### config.mk
export PLATFORM = sky130hd
export DESIGN_NAME = pwm_timer_bank
export DESIGN_NICKNAME = d
export VERILOG_FILES = /design/src/rtl/pwm_timer_bank.sv
export SDC_FILE = /design/constraint.sdc
export NUM_CORES = 1
export LEC_CHECK = 0
export ABC_AREA = 1
export BUFFER_PORTS_ARGS = -buffer_cell sky130_fd_sc_hd__buf_4
export CAP_MARGIN = 40
export CORE_ASPECT_RATIO = 0.75
export CORE_MARGIN = 5
export CORE_UTILIZATION = 66
export CTS_BUF_LIST = sky130_fd_sc_hd__clkbuf_16
export DETAILED_ROUTE_END_ITERATION = 12
export PLACE_DENSITY = 0.88
export SLEW_MARGIN = 25
export SYNTH_ARGS = -nofsm -noshare
export SYNTH_HDL_FRONTEND = slang
export SYNTH_SLANG_ARGS = --single-unit
### constraint.sdc
create_clock -name clock -period 5.05 [get_ports clock]
set_input_delay 0 -clock clock [delete_from_list [all_inputs] [get_ports clock]]
set_output_delay 0 -clock clock [all_outputs]
set_load 0.02 [all_outputs]
### src/rtl/pwm_timer_bank.sv
// pwm_timer_bank: multi-channel PWM generator with an internal period counter and
// double-buffered period/compare registers that swap in only at counter wrap.
// Optional feature macro: PWM_UPDOWN_EN adds count_mode for centre-aligned up/down counting.
module pwm_timer_bank #(
  parameter int unsigned bitwidth       = 10,
  parameter int unsigned channels       = 4,
  parameter int unsigned default_period = 1023,
  localparam int unsigned chan_w        = (channels > 1) ? $clog2(channels) : 1
) (
  input  logic                clock,
  input  logic                reset,
  input  logic                enable,
`ifdef PWM_UPDOWN_EN
  input  logic                count_mode,
`endif
  input  logic                wr_en,
  input  logic [1:0]          wr_sel,
  input  logic [chan_w-1:0]   wr_channel,
  input  logic [bitwidth-1:0] wr_data,
  input  logic                commit,
  input  logic [channels-1:0] channel_enable,
  output logic [bitwidth-1:0] counter,
  output logic                wrap,
  output logic                update_pending,
  output logic [channels-1:0] pwm_out
);

  localparam logic [bitwidth-1:0] def_period = bitwidth'(default_period);
  localparam logic [bitwidth-1:0] one        = bitwidth'(1);

  logic [bitwidth-1:0] counter_q, counter_d;
  logic [bitwidth-1:0] period_q, period_stage_q, period_next;
  logic [bitwidth-1:0] rise_q       [channels];
  logic [bitwidth-1:0] fall_q       [channels];
  logic [bitwidth-1:0] rise_stage_q [channels];
  logic [bitwidth-1:0] fall_stage_q [channels];
  logic                pending_q;
  logic [channels-1:0] pwm_q, pwm_d;
  logic                wrap_c, load, rise_ok, fall_ok;
  logic                chan_hit;

`ifdef PWM_UPDOWN_EN
  logic mode_q, mode_d;
  logic down_q, down_d;
`endif

  // Writes to a channel index beyond the bank are dropped.
  assign chan_hit = 32'(wr_channel) < channels;

  // Counter sequencing, wrap detection and shadow-load decision.
  always_comb begin
    counter_d = counter_q;
`ifdef PWM_UPDOWN_EN
    mode_d  = mode_q;
    down_d  = down_q;
    rise_ok = !mode_q || !down_q;
    fall_ok = !mode_q || down_q;
    wrap_c  = enable && (mode_q ? (down_q && counter_q == '0) : (counter_q == period_q));
`else
    rise_ok = 1'b1;
    fall_ok = 1'b1;
    wrap_c  = enable && (counter_q == period_q);
`endif
    // A commit arriving on the wrap cycle itself still loads at that wrap.
    load        = wrap_c && (pending_q || commit);
    period_next = load ? period_stage_q : period_q;
    if (enable) begin
`ifdef PWM_UPDOWN_EN
      if (wrap_c) begin
        mode_d = count_mode;
        // Leaving an up-only wrap at 0 marks the bottom should up/down take over.
        down_d = 1'b1;
        if (mode_q) begin
          counter_d = (period_next == '0) ? '0 : one;
          down_d    = (period_next == '0);
        end else begin
          counter_d = '0;
        end
      end else if (mode_q && down_q) begin
        counter_d = counter_q - one;
      end else if (mode_q && counter_q == period_q) begin
        counter_d = counter_q - one;
        down_d    = 1'b1;
      end else begin
        counter_d = counter_q + one;
      end
`else
      counter_d = wrap_c ? '0 : counter_q + one;
`endif
    end
  end

  // Per-channel set/clear on compare match; fall has priority over rise.
  always_comb begin
    pwm_d = pwm_q;
    for (int unsigned i = 0; i < channels; i++) begin
      if (!channel_enable[i]) begin
        pwm_d[i] = 1'b0;
      end else if (enable) begin
        if (fall_ok && counter_q == fall_q[i]) begin
          pwm_d[i] = 1'b0;
        end else if (rise_ok && counter_q == rise_q[i]) begin
          pwm_d[i] = 1'b1;
        end
      end
    end
  end

  // State update: counter, staging writes, active load at wrap, pending flag, outputs.
  always_ff @(posedge clock) begin
    if (reset) begin
      counter_q      <= '0;
      period_q       <= def_period;
      period_stage_q <= def_period;
      pending_q      <= 1'b0;
      pwm_q          <= '0;
      for (int unsigned i = 0; i < channels; i++) begin
        rise_q[i]       <= '0;
        fall_q[i]       <= '0;
        rise_stage_q[i] <= '0;
        fall_stage_q[i] <= '0;
      end
`ifdef PWM_UPDOWN_EN
      // Reset is treated as a bottom-of-period point, so the mode is sampled here.
      mode_q <= count_mode;
      down_q <= 1'b1;
`endif
    end else begin
      counter_q <= counter_d;
      pwm_q     <= pwm_d;
`ifdef PWM_UPDOWN_EN
      mode_q <= mode_d;
      down_q <= down_d;
`endif
      // Load reads staging before this edge's write lands, so a same-cycle write waits.
      if (load) begin
        period_q <= period_stage_q;
        for (int unsigned i = 0; i < channels; i++) begin
          rise_q[i] <= rise_stage_q[i];
          fall_q[i] <= fall_stage_q[i];
        end
      end
      if (enable) begin
        if (load) begin
          pending_q <= 1'b0;
        end else if (commit) begin
          pending_q <= 1'b1;
        end
      end
      if (wr_en) begin
        case (wr_sel)
          2'd0: period_stage_q <= wr_data;
          2'd1: if (chan_hit) rise_stage_q[wr_channel] <= wr_data;
          2'd2: if (chan_hit) fall_stage_q[wr_channel] <= wr_data;
          default: ;
        endcase
      end
    end
  end

  assign counter        = counter_q;
  assign wrap           = wrap_c;
  assign update_pending = pending_q;
  assign pwm_out        = pwm_q;

endmodule

After elaboration in Yosys (flattened, before gate mapping)

Memories as Yosys holds them, arrays and structs flattened.
Index checks and enable logic that the tools add are counted.

Flip-flop bits (word level): 35
Latch bits: 0
Bits in writable memories: 160
Memory bits (read-only): 0
Input bits: 23
Output and inout bits: 16
Word-level logic and storage cells: 95
Memories kept: 4

Add/subtract/negate cells: 1
Multiply operators: 0
Divide/modulo/power cells: 0
$lt $le $gt $ge: 0
Equal/unequal tests: 11
Shift operators: 0
Mux-type cells: 38
Bitwise logic cells: 12
Reduce and logical (&&, ||, !) cells: 21

Memories:

| memory       | words | width | rd ports | clocked after memory_dff | write ports | line | source |
|---|---|---|---|---|---|---|---|
| fall_q       | 4     | 10    | 4        | 0                        | 4           | 34   | `logic [bitwidth-1:0] fall_q [channels];` |
| fall_stage_q | 4     | 10    | 4        | 0                        | 4           | 36   | `logic [bitwidth-1:0] fall_stage_q [channels];` |
| rise_q       | 4     | 10    | 4        | 0                        | 4           | 33   | `logic [bitwidth-1:0] rise_q [channels];` |
| rise_stage_q | 4     | 10    | 4        | 0                        | 4           | 35   | `logic [bitwidth-1:0] rise_stage_q [channels];` |

Operators by type and width:

| cell                                                                   | number |
|---|---|
| 10-bit 2-to-1 mux                                                      | 11 |
| 10-bit equality test                                                   | 9 |
| 1-bit 2-to-1 mux                                                       | 25 |
| 10-bit OR reduction                                                    | 2 |
| 2-bit AND reduction                                                    | 6 |
| 10-bit by 1-bit adder with 10-bit output (second input constant)       | 1 |
| 2-bit nonzero test                                                     | 5 |
| 1-bit OR                                                               | 8 |
| 2-bit OR reduction                                                     | 4 |
| 2-bit 2-to-1 mux                                                       | 2 |
| 1-bit inverter                                                         | 4 |
| 2-bit by 1-bit equality test with 1-bit output (second input constant) | 1 |
| 2-bit equality test (second input constant)                            | 1 |
| 1-bit logical AND                                                      | 2 |
| 2-bit zero test                                                        | 1 |
| 1-bit logical OR                                                       | 1 |

Depth between registers and ports, before layout

Depth in word-level cells: 7
Mapped depth: 11
Gate-level depth less buffers: 9

Worst setup path before layout

No wires, ideal clock.

Kind: register -> register
Start: register counter_q[1] (netlist: counter[1])
End: memory fall_q[0][0], enable pin
Setup time: 441 ps
Arrival: 3127 ps
Data required time: 4609 ps
Setup slack: 1482 ps
Cell stages (with the launch flop): 11
Path buffers: 2
Period minus slack after synthesis: 3568 ps
Cell sequence: dfxtp_1 > buf_4 > inv_2 > nand2_1 > nand2_1 > nor2_1 > nand2_1 > nor2_2 > nand3_1 > buf_2 > nand2_1

RTL lines:

| what                     | line | source |
|---|---|---|
| start: declaration       | 31   | `logic [bitwidth-1:0] counter_q, counter_d;` |
| start signal: assignment | 129  | `counter_q <= counter_d;` |
| end: declaration         | 34   |  |

==> implementation parameters <==
Parameter                              Value

Status
  Outcome    finished clean

Power and ir drop
  Standby leakage power    0.004357 uW
  Final total power    3428 uW
  Peak supply drop    0.4179 mV
  Cell Pwr Density    343.2 mW/mm^2

Cells and area
  Storage cell area    0.005505 sq mm
  Number of fill cells    853
  Footprint of the multi-input gates    0.002628 sq mm
  Fraction of layout instances using a drive strength above 1    0.1727
  Number of nets in the final layout    984
  Synthesis-to-layout area growth    11.82%
  Post-layout instance area    0.009988 sq mm
  Antenna cells    0
  Final standard cell utilization of the core    0.7620

Die
  Die Ht    110.8 microns
  Total die area    0.01598 sq mm
  Effective utilization at floorplan    0.6815
  Num rows    36
  Die Wd    144.3 microns
  Core footprint    0.01311 sq mm
  Top Ports    39

Global route
  Pin count of the biggest net entering global routing    55
  Number of antenna violations at the first check in global routing    0
  Vias in the first global route    5890
  First-pass GRT wire length    33.08 mm
  Residual overflow from global routing    0
  Overall Global Routing Usage    0.2802

Clock network
  Number of buffers created by CTS    17
  Register clock-pin slew on the reported worst setup and hold paths    0.08 ns
  CTS tree    yes
  H-Tree Depth    4
  Clock Path Buffers    2
  Later-pin clock latency in the skew report    0.45 ns
  Total clock sinks    195
  Clock root buffer    sky130_fd_sc_hd__clkbuf_16

Routing
  DR pass1 iterations    10
  Detail-routed via count per cell    5.580
  Routed length per placed instance    18.59 microns
  Vias post-DR    6383
  Detail Route Antenna Nets    0
  Residual DRC count    0
  Starting DRC count in detailed routing    843
  Total Routed Length    21.27 mm

Yosys
  Summed instance area of the synthesized netlist    0.008932 sq mm
  Synthesized instance count    930
  Number of enable-type register cells in the synthesized netlist    160
  List of most frequent post-synthesis cells    sky130_fd_sc_hd__nand2_1 (169), sky130_fd_sc_hd__edfxtp_1 (160), sky130_fd_sc_hd__nor2_1 (146)
  Ranking of synthesized cells by area    sky130_fd_sc_hd__edfxtp_1 (54%), sky130_fd_sc_hd__dfxtp_1 (7.8%), sky130_fd_sc_hd__nand2_1 (7.1%), sky130_fd_sc_hd__nor2_1 (6.1%), sky130_fd_sc_hd__nor2_2 (5.7%)
  Share of flip-flops with an asynchronous set or reset after synthesis    0
  Number of warnings reported in the yosys synthesis log    0
  Sequential area share after synthesis    0.6163
  Area leader, netlist    sky130_fd_sc_hd__edfxtp_1
  Area share of the largest cell type after synthesis    0.5379
  Post-synth top flop    sky130_fd_sc_hd__edfxtp_1
  Most common cell in the synthesized netlist    sky130_fd_sc_hd__nand2_1
  Flops & latches, synth    195
  Mean instance size in the synthesized netlist    9.605 sq um
  Synth Net Count    954
  Netlist cell types    26

Timing
  Number of hold violations in the final report    0
  Skew final    0.01442 ns
  Final period utilization    0.6540
  Fin crit period    3.303 ns
  Achievable frequency    0.3028 GHz
  Worst Tran Pin Value    0.7218 ns
  Total setup violations reported at the end of the flow    0
  Fin. max-slew vios    0
  Worst max-slew margin expressed relative to the limit    0.5188
  RSZ-0062 raised after global routing    no
  Final setup TNS    0 ns

Placed design
  Number of input and output port buffers inserted    38
  Post-detail-place hpwl    14.12 mm
  Routability Congestion    0.9788
  Placed Area    0.009234 sq mm

Setup path
  Worst Setup Start Kind    flip-flop
  Critical path class    reg -> reg
  Reg-to-reg critical path startpoint    counter[9]
  Minimum setup slack among reg-to-reg paths    1.75 ns
  Element type at the critical path end    flip-flop
  Worst endpoint required time    5.17 ns
  Critical Path AT    3.43 ns
  Largest fanout on the critical path    54
  Endpoint of the lowest-slack register-to-register path    rise_q[2][7]
  Worst-case reg-to-reg path depth    7
  Critical path launch point    counter[9]

Worst hold path
  Start point of the worst min-delay path    wr_data[4]
  Class of the tightest hold or removal check    in -> reg
  Count of cells along the worst hold path    3
  End point of the worst hold path    period_stage_q[4]

Job
  Max Cap Violations    0
-- through the flow --
step | setup WS, ns | hold WS, ns | cells
floorplan | 1.482 | 0.1600 | 930
global placement | 1.793 | 0.2564 | 1098
detailed placement | 1.730 | 0.2582 | 1099
CTS | 1.687 | 0.05284 | 1143
global route | 1.561 | 0.09085 | 1144
finish | 1.747 | 0.06505 | 1144
-- worst max path at each step --
stage / end / slack [ns] / depth (start not counted)
floorplan: fall_q[0][0] / 1.48 / 10
global placement: rise_q[3][2] / 1.79 / 8
detailed placement: fall_q[1][6] / 1.73 / 7
CTS: fall_q[1][6] / 1.69 / 7
global route: fall_q[1][8] / 1.56 / 7
finish: rise_q[2][7] / 1.75 / 7
-- power breakdown --
group          total [uW]  internal, uW  switching (uW)  leakage [uW]
logic                 192          59.3             133       0.00218
registers            1840          1800            36.1       0.00187
clock network        1400           756             643      0.000305
-- worst max-delay path, stage by stage (launching register included) --
cell and delay (ns):
sky130_fd_sc_hd__dfxtp_1 0.59, sky130_fd_sc_hd__inv_1 0.32, sky130_fd_sc_hd__a21oi_1 0.20, sky130_fd_sc_hd__nand3_1 0.10, sky130_fd_sc_hd__nor2_2 0.46, sky130_fd_sc_hd__nand3_1 0.47, sky130_fd_sc_hd__nand2_4 0.49, sky130_fd_sc_hd__buf_16 0.30
-- layer usage --
layer  part of all wire  vias to the layer above  global-route usage  wire, microns
met5                  0                        -                   0              0
met4              0.026                        0             0.09198            554
met3               0.13                       48             0.08926           2849
met2               0.44                      399              0.3999           9365
met1               0.40                     2945              0.4099           8496
li1                   -                     2991                   -              -
-- what timing repair did --
item,4_1_cts,5_1_grt
hold endpoints to repair,9,0
hold buffers,12,0
resized for setup,0,0
endpoints found under the setup margin,0,0
setup buffers,0,0
-- cell type report --
type                       instances  area share
clock inverter                    15     0.01892
multi-input combinational        544      0.2631
clock buffer                      17     0.04259
inverter                         147     0.05524
timing repair buffer              55     0.04760
tap                              171     0.02142
sequential                       195      0.5512
-- layout by cell type, fill, tap and decap left out, drive strengths merged --
cell type	n
nor2	228
nand2	169
edfxtp	160
inv	147
buf	43
o21ai	37
dfxtp	35
nand3	25
clkbuf	17
nand4	17
xnor2	15
xor2	13
clkinv	13
dlygate4sd3	12
nor3	11
o211ai	10
a21oi	9
or2	6
o21bai	2
bufinv	2
o31ai	1
ha	1
-- kinds of logic after synthesis --
family / share of synthesized area
AND/OR/NAND/NOR: 0.2278
flip-flops: 0.6163
buffers and inverters: 0.09035
AO/OA/AOI/OAI: 0.03670
XOR/XNOR: 0.02746
adder cells (fa/ha/maj): 0.001401
-- flip-flops by register name (all words and copies together) (netlist names) --
| name | count |
|---|---|
| fall_stage_q | 40 |
| fall_q | 40 |
| rise_stage_q | 40 |
| update_pending | 1 |
| counter | 10 |
| pwm_out | 4 |
| rise_q | 40 |
| period_q | 10 |
| period_stage_q | 10 |
Note: power is estimated with default switching activity, not from simulation.
